$ cat config.mk
export PLATFORM = sky130hd
export DESIGN_NAME = vga_sync_rx_flat
export DESIGN_NICKNAME = d
export VERILOG_FILES = /design/src/rtl/vga_sync_rx_if.sv /design/src/rtl/vga_sync_rx.sv /design/src/flat_wrapper.sv
export SDC_FILE = /design/constraint.sdc
export NUM_CORES = 1
export LEC_CHECK = 0
export BUFFER_PORTS_ARGS = -buffer_cell sky130_fd_sc_hd__buf_4
export CAP_MARGIN = 20
export CORE_ASPECT_RATIO = 0.6
export CORE_MARGIN = 4
export CORE_UTILIZATION = 35
export CTS_BUF_LIST = sky130_fd_sc_hd__clkbuf_8
export DETAILED_ROUTE_END_ITERATION = 7
export GPL_ROUTABILITY_DRIVEN = 0
export PLACE_DENSITY = 0.59
export SLEW_MARGIN = 10
export SYNTH_ARGS = -nofsm -noshare
export SYNTH_HDL_FRONTEND = slang
export SYNTH_SLANG_ARGS = --single-unit
export TNS_END_PERCENT = 30
$ cat constraint.sdc
create_clock -name clk -period 1.87 [get_ports clk]
set_input_delay 0.187 -clock clk [delete_from_list [all_inputs] [get_ports clk]]
set_output_delay 0.187 -clock clk [all_outputs]
set_load 0.05 [all_outputs]
$ cat src/rtl/vga_sync_rx_if.sv
// Signal bundle between a VGA timing source and the vga_sync_rx receiver.
// The frame_cnt/err_cnt statistics signals exist only when VGA_RX_STATS_EN is defined.
interface vga_sync_rx_if;
    logic        pix_en;
    logic        hsync_in;
    logic        vsync_in;
    logic [9:0]  x_pos;
    logic [9:0]  y_pos;
    logic        active;
    logic        locked;
    logic [9:0]  line_len;
    logic [9:0]  frame_lines;
    logic        err;
`ifdef VGA_RX_STATS_EN
    logic [15:0] frame_cnt;
    logic [7:0]  err_cnt;
`endif

    modport master (
        output pix_en,
        output hsync_in,
        output vsync_in,
        input  x_pos,
        input  y_pos,
        input  active,
        input  locked,
        input  line_len,
        input  frame_lines,
        input  err
`ifdef VGA_RX_STATS_EN
        ,
        input  frame_cnt,
        input  err_cnt
`endif
    );

    modport slave (
        input  pix_en,
        input  hsync_in,
        input  vsync_in,
        output x_pos,
        output y_pos,
        output active,
        output locked,
        output line_len,
        output frame_lines,
        output err
`ifdef VGA_RX_STATS_EN
        ,
        output frame_cnt,
        output err_cnt
`endif
    );
endinterface

$ cat src/rtl/vga_sync_rx.sv
// Receive-side VGA timing recovery: pixel position, active flag, line/frame measurement, lock FSM.
// Define VGA_RX_STATS_EN to add saturating frame_cnt/err_cnt statistics outputs.
module vga_sync_rx #(
    parameter int HPIXELS     = 800,
    parameter int VLINES      = 521,
    parameter int HBP         = 144,
    parameter int HFP         = 784,
    parameter int VBP         = 31,
    parameter int VFP         = 511,
    parameter int LOCK_FRAMES = 2
) (
    input  logic         clk,
    input  logic         reset,
    vga_sync_rx_if.slave io_vga
);

    typedef enum logic [1:0] {
        SEARCH = 2'd0,
        CHECK  = 2'd1,
        LOCKED = 2'd2
    } state_t;

    localparam logic [9:0] CNT_MAX = 10'd1023;
    localparam logic [9:0] CNT_PRE = 10'd1022;
    localparam logic [9:0] P_HPIX  = 10'(HPIXELS);
    localparam logic [9:0] P_VLIN  = 10'(VLINES);
    localparam logic [9:0] P_HBP   = 10'(HBP);
    localparam logic [9:0] P_HFP   = 10'(HFP);
    localparam logic [9:0] P_VBP   = 10'(VBP);
    localparam logic [9:0] P_VFP   = 10'(VFP);
    localparam logic [3:0] P_LOCK  = 4'(LOCK_FRAMES);

    logic       r_hs_meta;
    logic       r_hs_sync;
    logic       r_vs_meta;
    logic       r_vs_sync;
    logic       r_hs_prev;
    logic       r_vs_last;
    logic [9:0] r_h_cnt;
    logic [9:0] r_v_cnt;
    logic [9:0] r_line_len;
    logic [9:0] r_frame_lines;
    logic       r_hchk;
    logic       r_fchk;
    state_t     r_state;
    logic [3:0] r_match_cnt;
    logic       r_err;

    logic       w_pix_en;
    logic       w_hfall;
    logic       w_fstart;
    logic       w_timeout;
    logic       w_line_ok;
    logic       w_frame_ok;
    logic       w_active;
    logic [3:0] w_match_inc;
    state_t     w_state_nxt;
    logic [3:0] w_match_nxt;
    logic       w_err_nxt;

    assign w_pix_en    = io_vga.pix_en;
    assign w_hfall     = w_pix_en & r_hs_prev & ~r_hs_sync;
    assign w_fstart    = w_hfall & ~r_vs_sync & r_vs_last;
    assign w_timeout   = w_pix_en & ~w_hfall & (r_h_cnt == CNT_PRE);
    assign w_line_ok   = (r_line_len == P_HPIX);
    assign w_frame_ok  = (r_frame_lines == P_VLIN);
    assign w_match_inc = r_match_cnt + 4'd1;

    // Both sync inputs are asynchronous to clk, so they get a plain two-flop synchronizer.
    always_ff @(posedge clk or negedge reset) begin
        if (!reset) begin
            r_hs_meta <= 1'b0;
            r_hs_sync <= 1'b0;
            r_vs_meta <= 1'b0;
            r_vs_sync <= 1'b0;
        end else begin
            r_hs_meta <= io_vga.hsync_in;
            r_hs_sync <= r_hs_meta;
            r_vs_meta <= io_vga.vsync_in;
            r_vs_sync <= r_vs_meta;
        end
    end

    // Counters and measurements; an hsync fall wins over saturation, and r_hchk/r_fchk
    // delay the compare of freshly latched lengths by one pixel strobe.
    always_ff @(posedge clk or negedge reset) begin
        if (!reset) begin
            r_hs_prev     <= 1'b0;
            r_vs_last     <= 1'b0;
            r_h_cnt       <= 10'd0;
            r_v_cnt       <= 10'd0;
            r_line_len    <= 10'd0;
            r_frame_lines <= 10'd0;
            r_hchk        <= 1'b0;
            r_fchk        <= 1'b0;
        end else if (w_pix_en) begin
            r_hs_prev <= r_hs_sync;
            r_hchk    <= w_hfall;
            r_fchk    <= w_fstart;
            if (w_hfall) begin
                r_line_len <= r_h_cnt + 10'd1;
                r_h_cnt    <= 10'd0;
                r_vs_last  <= r_vs_sync;
                if (w_fstart) begin
                    r_frame_lines <= r_v_cnt + 10'd1;
                    r_v_cnt       <= 10'd0;
                end else if (r_v_cnt != CNT_MAX) begin
                    r_v_cnt <= r_v_cnt + 10'd1;
                end
            end else if (r_h_cnt != CNT_MAX) begin
                r_h_cnt <= r_h_cnt + 10'd1;
            end
        end
    end

    always_ff @(posedge clk or negedge reset) begin
        if (!reset) begin
            r_state     <= SEARCH;
            r_match_cnt <= 4'd0;
            r_err       <= 1'b0;
        end else begin
            r_state     <= w_state_nxt;
            r_match_cnt <= w_match_nxt;
            r_err       <= w_err_nxt;
        end
    end

    // Lock FSM: a hsync timeout outside LOCKED silently restarts the search.
    always_comb begin
        w_state_nxt = r_state;
        w_match_nxt = r_match_cnt;
        w_err_nxt   = 1'b0;
        if (w_pix_en) begin
            unique case (r_state)
                SEARCH: begin
                    if (!w_timeout && r_fchk) begin
                        w_state_nxt = CHECK;
                        w_match_nxt = 4'd0;
                    end
                end
                CHECK: begin
                    if (w_timeout) begin
                        w_state_nxt = SEARCH;
                        w_match_nxt = 4'd0;
                    end else if (r_fchk) begin
                        if (w_line_ok && w_frame_ok) begin
                            w_match_nxt = w_match_inc;
                            if (w_match_inc == P_LOCK) begin
                                w_state_nxt = LOCKED;
                            end
                        end else begin
                            w_match_nxt = 4'd0;
                        end
                    end
                end
                LOCKED: begin
                    if (w_timeout || (r_hchk && !w_line_ok) || (r_fchk && !w_frame_ok)) begin
                        w_state_nxt = SEARCH;
                        w_match_nxt = 4'd0;
                        w_err_nxt   = 1'b1;
                    end
                end
                default: begin
                    w_state_nxt = SEARCH;
                    w_match_nxt = 4'd0;
                end
            endcase
        end
    end

    assign w_active = (r_h_cnt > P_HBP) && (r_h_cnt < P_HFP) &&
                      (r_v_cnt > P_VBP) && (r_v_cnt < P_VFP);

    assign io_vga.active      = w_active;
    assign io_vga.x_pos       = w_active ? (r_h_cnt - P_HBP) : 10'd0;
    assign io_vga.y_pos       = w_active ? (r_v_cnt - P_VBP) : 10'd0;
    assign io_vga.locked      = (r_state == LOCKED);
    assign io_vga.line_len    = r_line_len;
    assign io_vga.frame_lines = r_frame_lines;
    assign io_vga.err         = r_err;

`ifdef VGA_RX_STATS_EN
    logic [15:0] r_frame_cnt;
    logic [7:0]  r_err_cnt;

    // Statistics saturate instead of wrapping and clear only on reset.
    always_ff @(posedge clk or negedge reset) begin
        if (!reset) begin
            r_frame_cnt <= 16'd0;
            r_err_cnt   <= 8'd0;
        end else begin
            if (w_fstart && (r_state == LOCKED) && (r_frame_cnt != 16'hFFFF)) begin
                r_frame_cnt <= r_frame_cnt + 16'd1;
            end
            if (w_err_nxt && (r_err_cnt != 8'hFF)) begin
                r_err_cnt <= r_err_cnt + 8'd1;
            end
        end
    end

    assign io_vga.frame_cnt = r_frame_cnt;
    assign io_vga.err_cnt   = r_err_cnt;
`endif

endmodule
$ cat src/flat_wrapper.sv
// flat-port wrapper written by rule: the top's interface ports become plain ports
module vga_sync_rx_flat 
#(
    parameter int HPIXELS     = 800,
    parameter int VLINES      = 521,
    parameter int HBP         = 144,
    parameter int HFP         = 784,
    parameter int VBP         = 31,
    parameter int VFP         = 511,
    parameter int LOCK_FRAMES = 2
)
  (clk, reset, io_vga_pix_en, io_vga_hsync_in, io_vga_vsync_in, io_vga_x_pos, io_vga_y_pos, io_vga_active, io_vga_locked, io_vga_line_len, io_vga_frame_lines, io_vga_err);
  vga_sync_rx_if io_vga_i ();
  input  logic clk;
  input  logic reset;
  input wire logic [$bits(io_vga_i.pix_en)-1:0] io_vga_pix_en;
  input wire logic [$bits(io_vga_i.hsync_in)-1:0] io_vga_hsync_in;
  input wire logic [$bits(io_vga_i.vsync_in)-1:0] io_vga_vsync_in;
  output wire logic [$bits(io_vga_i.x_pos)-1:0] io_vga_x_pos;
  output wire logic [$bits(io_vga_i.y_pos)-1:0] io_vga_y_pos;
  output wire logic [$bits(io_vga_i.active)-1:0] io_vga_active;
  output wire logic [$bits(io_vga_i.locked)-1:0] io_vga_locked;
  output wire logic [$bits(io_vga_i.line_len)-1:0] io_vga_line_len;
  output wire logic [$bits(io_vga_i.frame_lines)-1:0] io_vga_frame_lines;
  output wire logic [$bits(io_vga_i.err)-1:0] io_vga_err;
  assign io_vga_i.pix_en = io_vga_pix_en;
  assign io_vga_i.hsync_in = io_vga_hsync_in;
  assign io_vga_i.vsync_in = io_vga_vsync_in;
  assign io_vga_x_pos = io_vga_i.x_pos;
  assign io_vga_y_pos = io_vga_i.y_pos;
  assign io_vga_active = io_vga_i.active;
  assign io_vga_locked = io_vga_i.locked;
  assign io_vga_line_len = io_vga_i.line_len;
  assign io_vga_frame_lines = io_vga_i.frame_lines;
  assign io_vga_err = io_vga_i.err;
  vga_sync_rx #(.HPIXELS(HPIXELS), .VLINES(VLINES), .HBP(HBP), .HFP(HFP), .VBP(VBP), .VFP(VFP), .LOCK_FRAMES(LOCK_FRAMES)) u_core (.clk(clk), .reset(reset), .io_vga(io_vga_i));
endmodule
* Word level (Yosys, flattened, before mapping)
Cells that the tools add are included.
Storage, ports and cells: bits in registers 55, word-level logic and storage cells 89, output and inout bits 43
Cells by class: $add $sub $neg 5, equality and inequality tests 13, muxes and demuxes 22, bitwise operators 9, reduce and logical (&&, ||, !) cells 21, order comparisons 4
Operators with widths (count):
- 2-to-1 mux 10 bit | 6
- == test 10 bit, second input constant | 3
- adder 10 x 1 -> 10 bit, second input constant | 2
- 2-to-1 mux 4 bit | 5
- inequality test 10 bit, second input constant | 2
- 2-to-1 mux 2 bit | 6
- one-hot mux 4 bit (3 select lines) | 1
- greater-than comparator 10 x 5 -> 1 bit, second input constant | 1
- greater-than comparator 10 x 8 -> 1 bit, second input constant | 1
- less-than comparator 10 bit, second input constant | 1
- less-than comparator 10 x 9 -> 1 bit, second input constant | 1
- subtractor 10 x 5 -> 10 bit, second input constant | 1
- subtractor 10 x 8 -> 10 bit, second input constant | 1
- inequality test 3 x 1 -> 1 bit, second input constant | 3
- logical AND 1 bit | 7
- AND 1 bit | 6
- one-hot mux 2 bit (3 select lines) | 1
- AND reduction 3 bit | 2
- AND reduction 6 bit | 1
- adder 4 x 1 -> 4 bit, second input constant | 1
- == test 4 x 2 -> 1 bit, second input constant | 1
- inequality test 2 x 1 -> 1 bit, second input constant | 2
- AND reduction 2 bit | 2
- AND reduction 4 bit | 1
- 8 further kinds | 16

* Logic depth before layout (Yosys ltp)
word-level depth 10, gate-level depth with buffers 8

* Least setup slack after synthesis
OpenSTA, ideal clock, no wires.
path kind flip-flop to output port, from register u_core.r_v_cnt[0], to output io_vga_x_pos[7], path buffers 1, slack -0.916 ns, data arrival time 2.599 ns, cell stages (with the launch flop) 8, cell sequence dfrtp_1 -> ha_1 -> and4_1 -> and3_1 -> buf_2 -> nand2_1 -> o211ai_2 -> nor3_1
Between the ends: longest elaborated chain between the ends 4, elaborated cells between the ends (all ways) 5
Ends and longest elaborated chain:
- start: declaration | line vga_sync_rx.sv:40 | logic [9:0] r_v_cnt;
- start signal: assignment | line vga_sync_rx.sv:108 | r_v_cnt <= r_v_cnt + 10'd1;
- greater-than comparator 10 x 5 -> 1 bit | line vga_sync_rx.sv:172 | (r_v_cnt > P_VBP) && (r_v_cnt < P_VFP);
- logical AND 1 bit | line vga_sync_rx.sv:171 | assign w_active = (r_h_cnt > P_HBP) && (r_h_cnt < P_HFP) &&
- logical AND 1 bit * | line vga_sync_rx.sv:172
- 2-to-1 mux 10 bit * | line vga_sync_rx.sv:175 | assign io_vga.x_pos = w_active ? (r_h_cnt - P_HBP) : 10'd0;
- end: declaration | line flat_wrapper.sv:19 | output wire logic [$bits(io_vga_i.x_pos)-1:0] io_vga_x_pos;
Mark *: on every way between the ends. The rest lies on a longest branch, timed or not.

* Worst setup path after layout
from register u_core.r_h_cnt[5], to output io_vga_x_pos[7]
Between the ends: longest elaborated chain between the ends 5, elaborated cells between the ends (all ways) 7
Ends and longest elaborated chain:
- start: declaration | line vga_sync_rx.sv:39 | logic [9:0] r_h_cnt;
- start signal: assignment | line vga_sync_rx.sv:111 | r_h_cnt <= r_h_cnt + 10'd1;
- greater-than comparator 10 x 8 -> 1 bit or less-than comparator 10 bit (tied branches) | line vga_sync_rx.sv:171
- logical AND 1 bit (2 in series) | line vga_sync_rx.sv:171
- logical AND 1 bit | line vga_sync_rx.sv:172
- 2-to-1 mux 10 bit * | line vga_sync_rx.sv:175
Marks and branches as above.

==> impl_results.md <==
* Worst-skew pair later-pin latency at 330 ps
* Gr ovfl total at 0
* Yosys reg bits at 55
* CTS sink cnt at 55
* DP HPWL at 6540 microns
* Setup WS post-layout at -561 ps
* Tcrit/Tclk final at 130%
* Initial antenna violation count at 0
* CTS H-tree lvls at 2
* Ports at 48
* Row count at 26
* Tot GR Track Use at 17.6%
* Routed wire per std cell at 15.0 microns
* PwrDens at 906 mW/mm^2
* Initial DRC count at 131
* Cell variety after synth at 59
* WS Path Type: reg2out
* Synth Flop Type: dfrtp_1
* Max FO, Critical Path at 7
* CP cell instances: inv_2 -> ha_2 -> nand2_2 -> o211ai_1 -> a221oi_4 -> o211ai_4 -> buf_12 -> nor3_4 -> buf_6
* Dpl ws at -298 ps
* DRT Pass-1 Iters at 4
* Die Area at 0.0106 sq mm
* Worst Setup Start Kind: flop
* Yosys top cell by area: dfrtp_1
* Clk_skew at 8.90 ps
* Outcome: complete, but fails checks
* Initial core utilization at 36.3%
* Fin. Hold Viols at 0
* Worst EP arrival at 2240 ps
* Worst IR Drop VDD at 0.874 mV
* CTS clk-pin slew, worst paths at 100 ps
* Crit path buffers/inverters at 3
* Layout net count at 488
* Syn_area_per_cell at 9.02 sq um
* Max-Cap Viols at 0
* Vias in the first global route at 2,819
* Req. time, crit path at 1680 ps
* ANT cells at 0
* Max clock buf depth at 2
* Post-Syn Nets at 361
* First-pass GRT wire length at 14,500 microns
* Measured slew at the worst slew-check pin at 723 ps
* Post-Layout Cell Count at 587
* Fin crit period at 2430 ps
* Num CTS Buffers at 5
* Final instance area at 0.00478 sq mm
* Vias at 2,957
* Share of cells above drive strength 1 at 45.9%
* Synth top area share at 44.0%
* Critical Path End Type: output pin
* Unrepaired setup endpoints after global routing: yes
* Syn Inst Count at 347
* Cell family with most CP delay: compound AO/OA/AOI/OAI gates
* F_max at 411 MHz
* Pin count of the biggest net entering global routing at 56
* P&R area growth vs syn at 52.7%
* Post-synthesis sequential area ratio at 44.0%
* Drt via density at 5.04
* Hold crit path type: in2reg
* Final Setup Violations at 25
* DRT antenna net count at 0
* Relative slew slack at 51.8%
* Synth top area cells: dfrtp_1, o21ai_0, nand2_1, xnor2_1, nor2_1
* WL final at 8820 microns
* Synth Cell Area at 0.00313 sq mm
* Crit-path slowest cell: dfrtp_1
* I/O Buffers at 46
* Post-synth ARST share at 100%
* Sum of negative setup slack at -11,190 ps
* Fin. max-slew vios at 0
* Area after DPL at 0.00433 sq mm
* Max incr delay on CP at 380 ps
* TritonCTS clock tree: yes
* Die Height at 81.3 microns
* Failing checks: setup timing
* Core area at 0.00862 sq mm
* Yosys warning total at 0
* Post-synth EDFFs at 0
* Die Width at 130 microns
* Static Leak at 2.12 nW
* Root Driver: clkbuf_8
* Final routed DRC violation total at 0
* Dpl cells at 567
==> flip-flops by register name (all words and copies together) (netlist names) <==
signal	flops
u_core.io_vga.frame_lines	10
u_core.r_v_cnt	10
u_core.io_vga.line_len	10
u_core.r_hs_prev	1
u_core.r_hs_meta	1
u_core.io_vga.err	1
u_core.r_vs_sync	1
u_core.r_vs_last	1
u_core.r_h_cnt	10
u_core.r_hchk	1
u_core.r_state	2
u_core.r_fchk	1
u_core.r_vs_meta	1
u_core.r_match_cnt	4
u_core.r_hs_sync	1
==> worst min-delay path, delay by kind of cell <==
kind            cells  cell delay [ps]
buf+inv             2              240
compound gates      1               80
==> synthesized netlist by cell type (2+ instances only) <==
master	instances
a21oi_1	10
nand2b_1	7
nor4_1	6
or3_1	6
inv_1	12
xor2_1	6
and2_1	3
nand3b_1	2
nand2_1	47
o21ai_0	44
nor3_1	5
a41oi_1	2
nor2b_1	4
dfrtp_1	55
or4b_1	2
ha_1	9
buf_4	3
nor2_1	31
and3b_1	2
buf_2	5
clkbuf_1	11
o31ai_1	9
and3_1	6
o21ai_1	4
nand4_1	4
a22o_1	3
xnor2_1	14
nand3_1	4
==> logic make-up (layout without fill, tap and decap cells) <==
logic type | after synthesis | in the layout | synth area share [%]
simple gates | 143 | 143 | 24.3
compound gates | 84 | 84 | 16.9
flops | 55 | 55 | 44.0
buf+inv | 32 | 160 | 4.40
xor+xnor | 20 | 20 | 5.60
fa+ha+maj | 9 | 9 | 3.60
mux | 3 | 3 | 1.04
other cells | 1 | 1 | 0.120
==> placed cells by master, fill, tap and decap left out, drive strengths merged, types with 9 or more instances in the layout <==
cell type  count
nand2         47
a21oi         10
buf          136
o31ai         10
o21ai         48
dfrtp         55
ha             9
nor2          32
inv           12
xnor2         14
==> per-stage QoR <==
stage                     total power, W  util [%]  hold slack (ps)
after floorplan                  0.00253         -             -109
after global placement           0.00332      50.2              298
after detailed placement         0.00335      50.2              298
after CTS                        0.00428      53.9              193
after global routing             0.00463      55.4              214
final                            0.00433      55.4              218
==> power breakdown <==
group,switching (W),internal [W],leakage (nW)
Combinational,0.00106,0.000847,1.35
Sequential,0.000189,0.00140,0.715
Clock,0.000432,0.000404,0.0548
Total,0.00168,0.00265,2.12
==> final timing paths <==
path	endpoint	startpoint	cells after the start	slack [ps]
min in group asynchronous	u_core.r_h_cnt[0]	reset	2	450
max in group asynchronous	u_core.io_vga.line_len[1]	reset	2	900
hold / removal	u_core.r_state[0]	io_vga_pix_en	3	220
setup reg to reg	u_core.r_match_cnt[3]	u_core.r_h_cnt[1]	10	-270
setup / recovery	io_vga_x_pos[7]	u_core.r_h_cnt[5]	9	-560
hold reg to reg	u_core.r_vs_sync	u_core.r_vs_meta	0	360
==> cell type report <==
cell class	count	area [sq um]
inverter	12	51.3
sequential	55	1390
timing repair buffer	140	1180
fill	801	3840
clock inverter	3	46.3
clock buffer	5	68.8
tap	112	140
multi-input combinational	260	1910
==> layer usage <==
metal	global-route usage [%]	vias to the layer above	routed length, microns
met5	0	-	0
met4	4.88	0	92
met3	4.40	8	495
met2	24.0	49	3640
met1	27.3	1429	4600
li1	-	1471	-
==> repair_timing <==
action / 4_1_cts / 5_1_grt
hold buffers: 3 / 0
setup buffers: 4 / 4
pin swaps: 6 / 8
gates cloned: 0 / 1
endpoints found under the hold margin: 57 / 0
endpoints found under the setup margin: 36 / 43
resized for setup: 36 / 19
No activity file was read; power rests on OpenSTA's default activity.
